## config.mk

```make
export PLATFORM = sky130hd
export DESIGN_NAME = ppa_slice_sequencer
export DESIGN_NICKNAME = d
export VERILOG_FILES = /design/src/rtl/ppa_slice_sequencer.sv
export SDC_FILE = /design/constraint.sdc
export NUM_CORES = 1
export LEC_CHECK = 0
export BUFFER_PORTS_ARGS = -buffer_cell sky130_fd_sc_hd__buf_2
export CORE_UTILIZATION = 45
export CTS_CLUSTER_DIAMETER = 40
export DETAILED_ROUTE_END_ITERATION = 7
export HOLD_SLACK_MARGIN = 0.15
export PLACE_DENSITY = 0.7
export SLEW_MARGIN = 20
export SYNTH_ARGS = -nofsm -noshare
export SYNTH_HDL_FRONTEND = slang
export SYNTH_SLANG_ARGS = --single-unit
export TNS_END_PERCENT = 30
```

## constraint.sdc

```tcl
create_clock -name clk_i -period 4.03 [get_ports clk_i]
set_input_delay 0 -clock clk_i [delete_from_list [all_inputs] [get_ports clk_i]]
set_output_delay 0 -clock clk_i [all_outputs]
set_load 0.1 [all_outputs]
```

## src/rtl/ppa_slice_sequencer.sv

```systemverilog
// Slice-serial WIDTH-bit adder sequencer around an external 4-bit combinational adder.
// Optional PPA_SEQ_SUB_EN adds an in_sub_i port that turns the operation into A - B.
module ppa_slice_sequencer #(
    parameter int WIDTH = 16
) (
    input  logic             clk_i,
    input  logic             rst_i,
    input  logic             in_valid_i,
    output logic             in_ready_o,
    input  logic [WIDTH-1:0] in_a_i,
    input  logic [WIDTH-1:0] in_b_i,
    input  logic             in_cin_i,
`ifdef PPA_SEQ_SUB_EN
    input  logic             in_sub_i,
`endif
    output logic [3:0]       add_a_o,
    output logic [3:0]       add_b_o,
    output logic             add_cin_o,
    input  logic [3:0]       add_sum_i,
    input  logic             add_cout_i,
    output logic             out_valid_o,
    input  logic             out_ready_i,
    output logic [WIDTH-1:0] out_sum_o,
    output logic             out_cout_o
);

    localparam int NSLICE = WIDTH / 4;
    localparam int CW     = (NSLICE > 1) ? $clog2(NSLICE) : 1;
    localparam logic [CW-1:0] LAST = CW'(NSLICE - 1);

    typedef enum logic [1:0] {IDLE, RUN, DONE} state_t;

    state_t           state_q, state_d;
    logic [WIDTH-1:0] a_q, a_d, b_q, b_d, sum_q, sum_d;
    logic             carry_q, carry_d;
    logic [CW-1:0]    cnt_q, cnt_d;

    logic             accept;
    logic [WIDTH-1:0] b_load;
    logic             c_load;
    logic [WIDTH+3:0] sum_shift;

    // in_ready is forced low while reset is held, even though the state is already IDLE
    assign in_ready_o = ~rst_i & ((state_q == IDLE) | ((state_q == DONE) & out_ready_i));
    assign accept     = in_valid_i & in_ready_o;
    assign sum_shift  = {add_sum_i, sum_q};

`ifdef PPA_SEQ_SUB_EN
    assign b_load = in_sub_i ? ~in_b_i : in_b_i;
    assign c_load = in_sub_i ? 1'b1 : in_cin_i;
`else
    assign b_load = in_b_i;
    assign c_load = in_cin_i;
`endif

    always_comb begin
        state_d     = state_q;
        a_d         = a_q;
        b_d         = b_q;
        sum_d       = sum_q;
        carry_d     = carry_q;
        cnt_d       = cnt_q;
        add_a_o     = 4'h0;
        add_b_o     = 4'h0;
        add_cin_o   = 1'b0;
        out_valid_o = 1'b0;
        out_sum_o   = '0;
        out_cout_o  = 1'b0;
        case (state_q)
            IDLE: begin
                if (accept) begin
                    a_d     = in_a_i;
                    b_d     = b_load;
                    carry_d = c_load;
                    cnt_d   = '0;
                    state_d = RUN;
                end
            end
            RUN: begin
                add_a_o   = a_q[3:0];
                add_b_o   = b_q[3:0];
                add_cin_o = carry_q;
                a_d       = a_q >> 4;
                b_d       = b_q >> 4;
                sum_d     = sum_shift[WIDTH+3:4];
                carry_d   = add_cout_i;
                cnt_d     = cnt_q + CW'(1);
                if (cnt_q == LAST) begin
                    state_d = DONE;
                end
            end
            DONE: begin
                out_valid_o = 1'b1;
                out_sum_o   = sum_q;
                out_cout_o  = carry_q;
                if (out_ready_i) begin
                    if (accept) begin
                        a_d     = in_a_i;
                        b_d     = b_load;
                        carry_d = c_load;
                        cnt_d   = '0;
                        state_d = RUN;
                    end else begin
                        state_d = IDLE;
                    end
                end
            end
            default: state_d = IDLE;
        endcase
    end

    always_ff @(posedge clk_i or posedge rst_i) begin
        if (rst_i) begin
            state_q <= IDLE;
            a_q     <= '0;
            b_q     <= '0;
            sum_q   <= '0;
            carry_q <= 1'b0;
            cnt_q   <= '0;
        end else begin
            state_q <= state_d;
            a_q     <= a_d;
            b_q     <= b_d;
            sum_q   <= sum_d;
            carry_q <= carry_d;
            cnt_q   <= cnt_d;
        end
    end

endmodule

```

## After elaboration in Yosys (flattened, before gate mapping)

Cells that the tools add are included.
W data, S select, Z words.

| cells by class | value |
|---|---|
| equal/unequal tests | 6 |
| reductions and logical operators | 4 |
| add/sub/neg operators | 1 |
| magnitude comparators | 0 |
| divide/modulo/power cells | 0 |
| bitwise gates (word level) | 5 |
| mux-type cells | 23 |
| shift operators | 0 |
| $mul | 0 |

Operator list:

| cell | number |
|---|---|
| $pmux W16 S3 | 2 |
| $mux W16 | 5 |
| $pmux W2 S3 | 2 |
| $mux W2 | 5 |
| $mux W4 | 2 |
| $mux W1 | 6 |
| $ne A2 B2 Y1 const B | 3 |
| $eq A2 B2 Y1 const B | 2 |
| $and A1 B1 Y1 | 3 |
| $pmux W1 S3 | 1 |
| $reduce_and A3 Y1 | 1 |
| $reduce_bool A3 Y1 | 1 |
| $add A2 B1 Y2 const B | 1 |
| $eq A2 B1 Y1 const B | 1 |
| $logic_not A2 Y1 | 1 |
| $reduce_and A2 Y1 | 1 |
| $not A1 Y1 | 1 |
| $or A1 B1 Y1 | 1 |

| word-level totals | value |
|---|---|
| bits in read-only memories | 0 |
| memories kept | 0 |
| input port bits | 42 |
| memory bits (writable) | 0 |
| bits in latches | 0 |
| flip-flop bits (word level) | 53 |

## Depth between registers and ports, before layout

Gate-level depths: netlist (run 1).

| logic depth | value |
|---|---|
| depth in word-level cells | 8 |
| mapped depth | 5 |
| depth with buffers taken out | 3 |

## Least setup slack after synthesis (run 1)

OpenSTA, ideal clock, no wires.

| timing path | value |
|---|---|
| path type | flip-flop to output port |
| from | register state_q[0] |
| to | output in_ready_o |
| required time | 4.030 ns |
| path buffers | 2 |
| cell stages (with the launch flop) | 5 |
| arrival time | 2.174 ns |
| slack | 1.856 ns |
| path through | dfrtp_1 or2_1 buf_6 buf_6 nor2_1 |

| between the ends | value |
|---|---|
| longest elaborated chain between the ends | 4 |
| elaborated cells between the ends (all ways) | 5 |
| classes of those cells | eq/ne (1); bitwise (3); reduce/logical (1) |

Ends and longest elaborated chain:

| what | line | text |
|---|---|---|
| start: declaration | 33 | `state_t state_q, state_d;` |
| start signal: assignment | 121 | `state_q <= state_d;` |
| $eq A2 B2 Y1 | 44 | `assign in_ready_o = ~rst_i & ((state_q == IDLE) \| ((state_q == DONE) & out_ready_i));` |
| $and A1 B1 Y1 | 44 |  |
| $or A1 B1 Y1 * | 44 |  |
| $and A1 B1 Y1 * | 44 |  |
| end: declaration | 9 | `output logic in_ready_o,` |

Every way passes the cells marked *; elsewhere a longest branch is shown, timed or not.

## Worst setup path in the final report (run 1)

| timing path | value |
|---|---|
| from | register state_q[1] |
| to | output out_sum_o[12] |

| between the ends | value |
|---|---|
| longest elaborated chain between the ends | 2 |

Ends and longest elaborated chain:

| what | line | text |
|---|---|---|
| $eq A2 B2 Y1 | 69 | `case (state_q)` |
| $mux W16 | 69 |  |
| end: declaration | 23 | `output logic [WIDTH-1:0] out_sum_o,` |

Every way passes these cells.

==> results.json, run 1 <==
{
  "outcome": "completed",
  "dp_cells": 419,
  "drive_above_1_share_pct": 27.37,
  "start_util_pct": 47.10,
  "drt_iter0_markers": 160,
  "synth_cell_types": 25,
  "antenna_found_initial": 0,
  "gp_congestion": 0.7319,
  "pwr-share-comb_pct": 56.7,
  "grtUsageTotal_pct": 20.81,
  "synth_xor_area_share_pct": 0,
  "cts_max_level": 2,
  "slew_headroom_pct": 32.21,
  "rsz0062_at_grt": "false",
  "cts.sinks": 53,
  "synth-seq-area-share_pct": 47.01,
  "setup_viol": 0,
  "p_per_area_nw_per_um2": 795.4,
  "skew_ps": 10.65,
  "via_per_inst": 5.361,
  "endpoint_kind": "primary output",
  "cts_tree": "built",
  "synth_most_common_cell": "nand2_1",
  "path_class": "flip-flop to primary output",
  "p_int_mw": 1.396,
  "clkPwrFrac_pct": 10.5,
  "synth_warnings": 0,
  "post_synth.cell_area_avg_um2": 9.281,
  "io_pins": 70,
  "syn_area_um2": 2821,
  "finalCriticalPeriod_ps": 2190,
  "swShare_pct": 51.49,
  "worst_path_max_delay_cell": "nor2b_1",
  "use_met2_pct": 31.18,
  "grt_pass1_vias": 2173,
  "die_w_um": 81.18,
  "grt_overflow": 0,
  "total_power_mw": 2.877,
  "stdcell_count": 466,
  "root_buffer": "clkbuf_8",
  "worstPathRequired_ps": 4030,
  "synth_top_area_cell": "dfrtp_1",
  "crit_fanout": 19,
  "synthAdderAreaFrac_pct": 0.4435,
  "irDropWorstVdd_uv": 839.2,
  "dr_total_vias": 2498,
  "synth-compound-area-share_pct": 24.88,
  "fp-row-count": 28,
  "power.switching_mw": 1.481,
  "dpl.hpwl_um": 3867,
  "core_um2": 5991,
  "drc": 0,
  "die_h_um": 81.18,
  "drv_cap": 0,
  "wl_um": 6547,
  "syn_nets": 347,
  "grt_max_degree": 54,
  "diodes": 0,
  "postSynthCellCount": 304,
  "grt.met1_usage_pct": 31.11,
  "pwr-share-seq_pct": 32.8,
  "drt_first_pass_iters": 4,
  "met3_usage_pct": 3.371,
  "grt_pass1_wl_um": 10570,
  "synthTopCellsByCount": "nand2_1 (58), dfrtp_1 (53), nor2_1 (27)",
  "path_clk_slew_ps": 90,
  "wire_per_inst_um": 14.05,
  "drv_slew": 0,
  "start_kind": "flip-flop",
  "clk_latency_ps": 310,
  "worst_pin_slew_ps": 1017,
  "max_stage_delay_ps": 760,
  "synth-main-ff-cell": "dfrtp_1",
  "yosys-top-cells-area": "dfrtp_1 (47%), o31ai_2 (8.4%), a41oi_1 (7.8%)",
  "nNetsFinal": 434,
  "cts_buffers": 5,
  "fp.dieArea_um2": 6590,
  "grt_busiest_layer": "met2",
  "synthMuxAreaShare_pct": 0,
  "numPortBuffers": 69,
  "cp_data_arrival_time_ps": 2190,
  "hold_viol_final": 0,
  "cts_buffer_depth": 2,
  "setup_tns_ps": 0,
  "hp-class": "primary input to flip-flop",
  "synth_seq_cells": 53,
  "synth-simple-area-share_pct": 20.75,
  "async_flop_share_pct": 100.0,
  "fin_crit_sh_pct": 54.34,
  "synthToLayoutAreaGrowth_pct": 28.20,
  "ant_nets": 0,
  "crit_chain": "nor2b_1, and2_1, buf_2",
  "synth_top_family_by_area": "compound AO/OA/AOI/OAI gates",
  "max_freq_mhz": 456.6,
  "netlist.area_leader.share_pct": 47.01,
  "p_leak_nw": 1.673,
  "synth_edf_count": 0
}
[power groups by stage]
stage | Combinational [mW] | Sequential [mW] | Clock, mW
detailed placement | 1.60 | 0.953 | 0
global route | 1.78 | 0.977 | 0.327
finish | 1.63 | 0.943 | 0.302
floorplan | 1.40 | 0.907 | 0
global placement | 1.57 | 0.946 | 0
CTS | 1.64 | 0.941 | 0.310
[final cells by class]
cell class,count,area [µm²]
fill,534,2374
clock inverter,1,7.507
clock buffer,6,82.58
multi-input combinational,215,1318
sequential,53,1326
inverter,3,13.76
timing repair buffer,113,775.7
tap,75,93.84
[final timing paths]
| kind | start | end | slack, ps | depth (start not counted) |
|---|---|---|---|---|
| max | state_q[1]$_DFFE_PP0P_ | out_sum_o[12] | 1840 | 3 |
| min | in_valid_i | a_q[15]$_DFFE_PP0P_ | 250 | 3 |
| max reg2reg | state_q[1]$_DFFE_PP0P_ | carry_q$_DFFE_PP0P_ | 1880 | 4 |
| min reg2reg | sum_q[3]$_DFFE_PP0N_ | sum_q[3]$_DFFE_PP0N_ | 470 | 2 |
| max in group asynchronous | rst_i | sum_q[2]$_DFFE_PP0N_ | 3240 | 3 |
| min in group asynchronous | rst_i | cnt_q[0]$_DFFE_PP0P_ | 360 | 3 |
[routing by layer]
layer / vias up / wire length [µm]
li1: 1243 / -
met1: 1184 / 3032
met2: 67 / 3129
met3: 4 / 329
met4: 0 / 56
met5: - / 0
[logic make-up after synthesis]
logic type | Yosys count
DFF | 53
buffers and inverters | 36
and+or+nand+nor | 126
adders and majority gates | 1
AOI/OAI and AO/OA | 88
[layout by cell type, fill, tap and decap left out, types with 2 or more instances in the layout]
cell type      count
nand2b_2           2
a41oi_1           25
and2_1            26
dfrtp_1           53
o31ai_1            6
o21ai_0            9
nand4_1            8
a21oi_1           25
buf_2             69
nand2_1           58
clkbuf_8           6
nor2_1            26
buf_4              4
dlygate4sd3_1     40
o31ai_2           19
[through the flow]
step	area, µm²	worst slack [ps]	utilization, %	hold slack [ps]
after floorplan	2821	1856	-	105.4
after CTS	3615	1640	60.34	236.8
final	3617	1840	60.38	254.3
after global placement	3122	2196	52.11	191.5
after detailed placement	3124	2117	52.15	171.6
after global routing	3617	1612	60.38	269.8
[worst max-delay path, delay by kind of cell, from the launching register on]
kind,cells,cell delay (ps)
buffers and inverters,1,430
AND/OR/NAND/NOR,2,1000
flip-flops,1,460
[flip-flops by register name, summed over array words and instances (netlist names)]
signal	flops
sum_q	16
state_q	2
a_q	16
b_q	16
carry_q	1
cnt_q	2
[timing repair]
| action | CTS | global route |
|---|---|---|
| hold endpoints to repair | 91 | 0 |
| setup buffers | 0 | 0 |
| hold buffers | 40 | 0 |
| gates resized for setup | 0 | 0 |
No activity file was read; power rests on OpenSTA's default activity.
==> run 2: changes to the inputs <==
Settings changed: PLACE_DENSITY 0.7 to 0.73.
Clock period 4.03 ns to 2 ns, I/O delays scaled along.
==> run 2 against run 1 <==
Effect of this change:
- sequential power increased by 100%
- non-clock buffer count rose by 8
- clock skew down 7.1 ps
- setup slack worse by 1800 ps
- clock-buffer cell count is 1 higher
- worst hold slack improved by 3.2 ps
- final cell count rose by 1.7%
==> results.json, run 2 (synthesis gave the netlist of run 1 again) <==
{
  "nNetsFinal": 442,
  "path_class": "flip-flop to flip-flop",
  "die_h_um": 81.18,
  "numPortBuffers": 69,
  "wl_met1_um": 3054,
  "skew_ps": 3.528,
  "setup_tns_ps": 0,
  "route.met2.wl_um": 3293,
  "critical_path.top_delay_family": "buffers and inverters",
  "grtUsageTotal_pct": 21.94,
  "worst_pin_slew_ps": 660.2,
  "fp-row-count": 28,
  "ant_nets": 0,
  "dp_cells": 426,
  "irDropWorstVdd_uv": 1083,
  "drive_above_1_share_pct": 29.57,
  "cts_tree": "built",
  "slew_headroom_pct": 55.92,
  "cp_data_arrival_time_ps": 2130,
  "core_um2": 5991,
  "die_w_um": 81.18,
  "wire_per_inst_um": 14.38,
  "multi_input_area_um2": 1328,
  "hold_viol_final": 0,
  "dr_wl_met3_um": 376,
  "start_util_pct": 47.10,
  "fillCellCount": 452,
  "setup_viol": 0,
  "outcome": "completed",
  "worst_path_max_delay_cell": "dlygate4sd3_1",
  "antenna_found_initial": 0,
  "endpoint_kind": "flip-flop",
  "grt_pass1_vias": 2363,
  "start_kind": "flip-flop",
  "cts_buffer_depth": 2,
  "stdcell_count": 474,
  "grt_max_degree": 54,
  "max_freq_mhz": 517.6,
  "fin_crit_sh_pct": 96.61,
  "crit_chain": "or2_4, buf_4, o31ai_2, a21oi_1, dlygate4sd3_1",
  "diodes": 0,
  "grt_pass1_wl_um": 11070,
  "clk_latency_ps": 300,
  "path_clk_slew_ps": 90,
  "path_depth": 5,
  "hp-class": "primary input to flip-flop",
  "cts.sinks": 53,
  "cts_max_level": 2,
  "p_per_area_nw_per_um2": 1577,
  "ff_latch_area_um2": 1328,
  "drv_slew": 0,
  "fp.dieArea_um2": 6590,
  "drv_cap": 0,
  "wl_um": 6817,
  "p_leak_nw": 1.801,
  "root_buffer": "clkbuf_8",
  "worstPathRequired_ps": 2190,
  "io_pins": 70,
  "most-common-layout-cells": "nand2_1 (58), dfrtp_1 (52), buf_2 (43)",
  "finalCriticalPeriod_ps": 1932,
  "highest_layer": "met4",
  "largest_registers": "a_q x16, b_q x16, sum_q x16",
  "dr_total_vias": 2602,
  "grt_overflow": 0,
  "final_common_cell": "nand2_1",
  "drt_iter0_markers": 258,
  "via_per_inst": 5.489,
  "drt_first_pass_iters": 4,
  "max_stage_delay_ps": 550,
  "gp_congestion": 0.8018,
  "drc": 0,
  "whs_path_depth": 4,
  "cts_buffers": 5,
  "rr_worst_depth": 5,
  "crit_fanout": 13,
  "rsz0062_at_grt": "false",
  "synthToLayoutAreaGrowth_pct": 45.23,
  "dpl.hpwl_um": 4243,
  "path_buf_inv": 2
}
## run 2: path summary, 6_finish.rpt
check | start | end | slack (ps)
max reg2reg | state_q[0]$_DFFE_PP0P_ | carry_q$_DFFE_PP0P_ | 70
min | in_valid_i | a_q[15]$_DFFE_PP0P_ | 260
min in group asynchronous | rst_i | cnt_q[1]$_DFFE_PP0P_ | 440
max in group asynchronous | rst_i | state_q[0]$_DFFE_PP0P_ | 1090
max | state_q[0]$_DFFE_PP0P_ | carry_q$_DFFE_PP0P_ | 70
min reg2reg | sum_q[0]$_DFFE_PP0N_ | sum_q[0]$_DFFE_PP0N_ | 480
## run 2: timing repair
action,in CTS,in global routing
endpoints found under the setup margin,0,1
endpoints found under the hold margin,91,0
gates resized for setup,0,3
hold buffers,40,0
buffers inserted,0,1
## run 2: worst register-to-register path, delay by kind of cell (launching register included)
kind                   cells  cell delay [ps]
buffers and inverters      2              760
DFF                        1              440
AOI/OAI and AO/OA          2              340
and+or+nand+nor            1              280
## run 2: per-layer routing
metal,GRT usage [%],vias to the layer above
li1,-,1263
met1,31.32,1229
met2,34.12,98
met3,4.382,12
met4,5.357,0
met5,0,-
## run 2: through the flow
stage	instance area [µm²]	power [mW]	setup WS (ps)	utilization [%]	hold WS (ps)
5_1_grt	4098	6.896	4.565	68.40	268.3
4_1_cts	4081	6.431	27.41	68.13	246.7
2_1_floorplan	2826	4.645	-36.29	-	105.4
6_report	4098	6.460	67.84	68.40	257.5
3_5_place_dp	3595	5.759	478.3	60.00	193.4
3_3_place_gp	3595	5.644	517.9	60.00	193.3
## run 2: where the power goes
group          internal, mW  total [mW]  leakage, nW  switching, mW
Clock                 0.275       0.599       0.0443          0.324
Combinational          1.49        3.96         1.11           2.47
Sequential             1.58        1.90        0.648          0.318
## run 2: cell type report
type,instances,area share [%]
flip-flops and latches,53,32.40
multi-input cells,215,32.40
repair buffers,121,30.53
well taps,75,2.290
clock buffers,7,2.107
inverters,3,0.2748
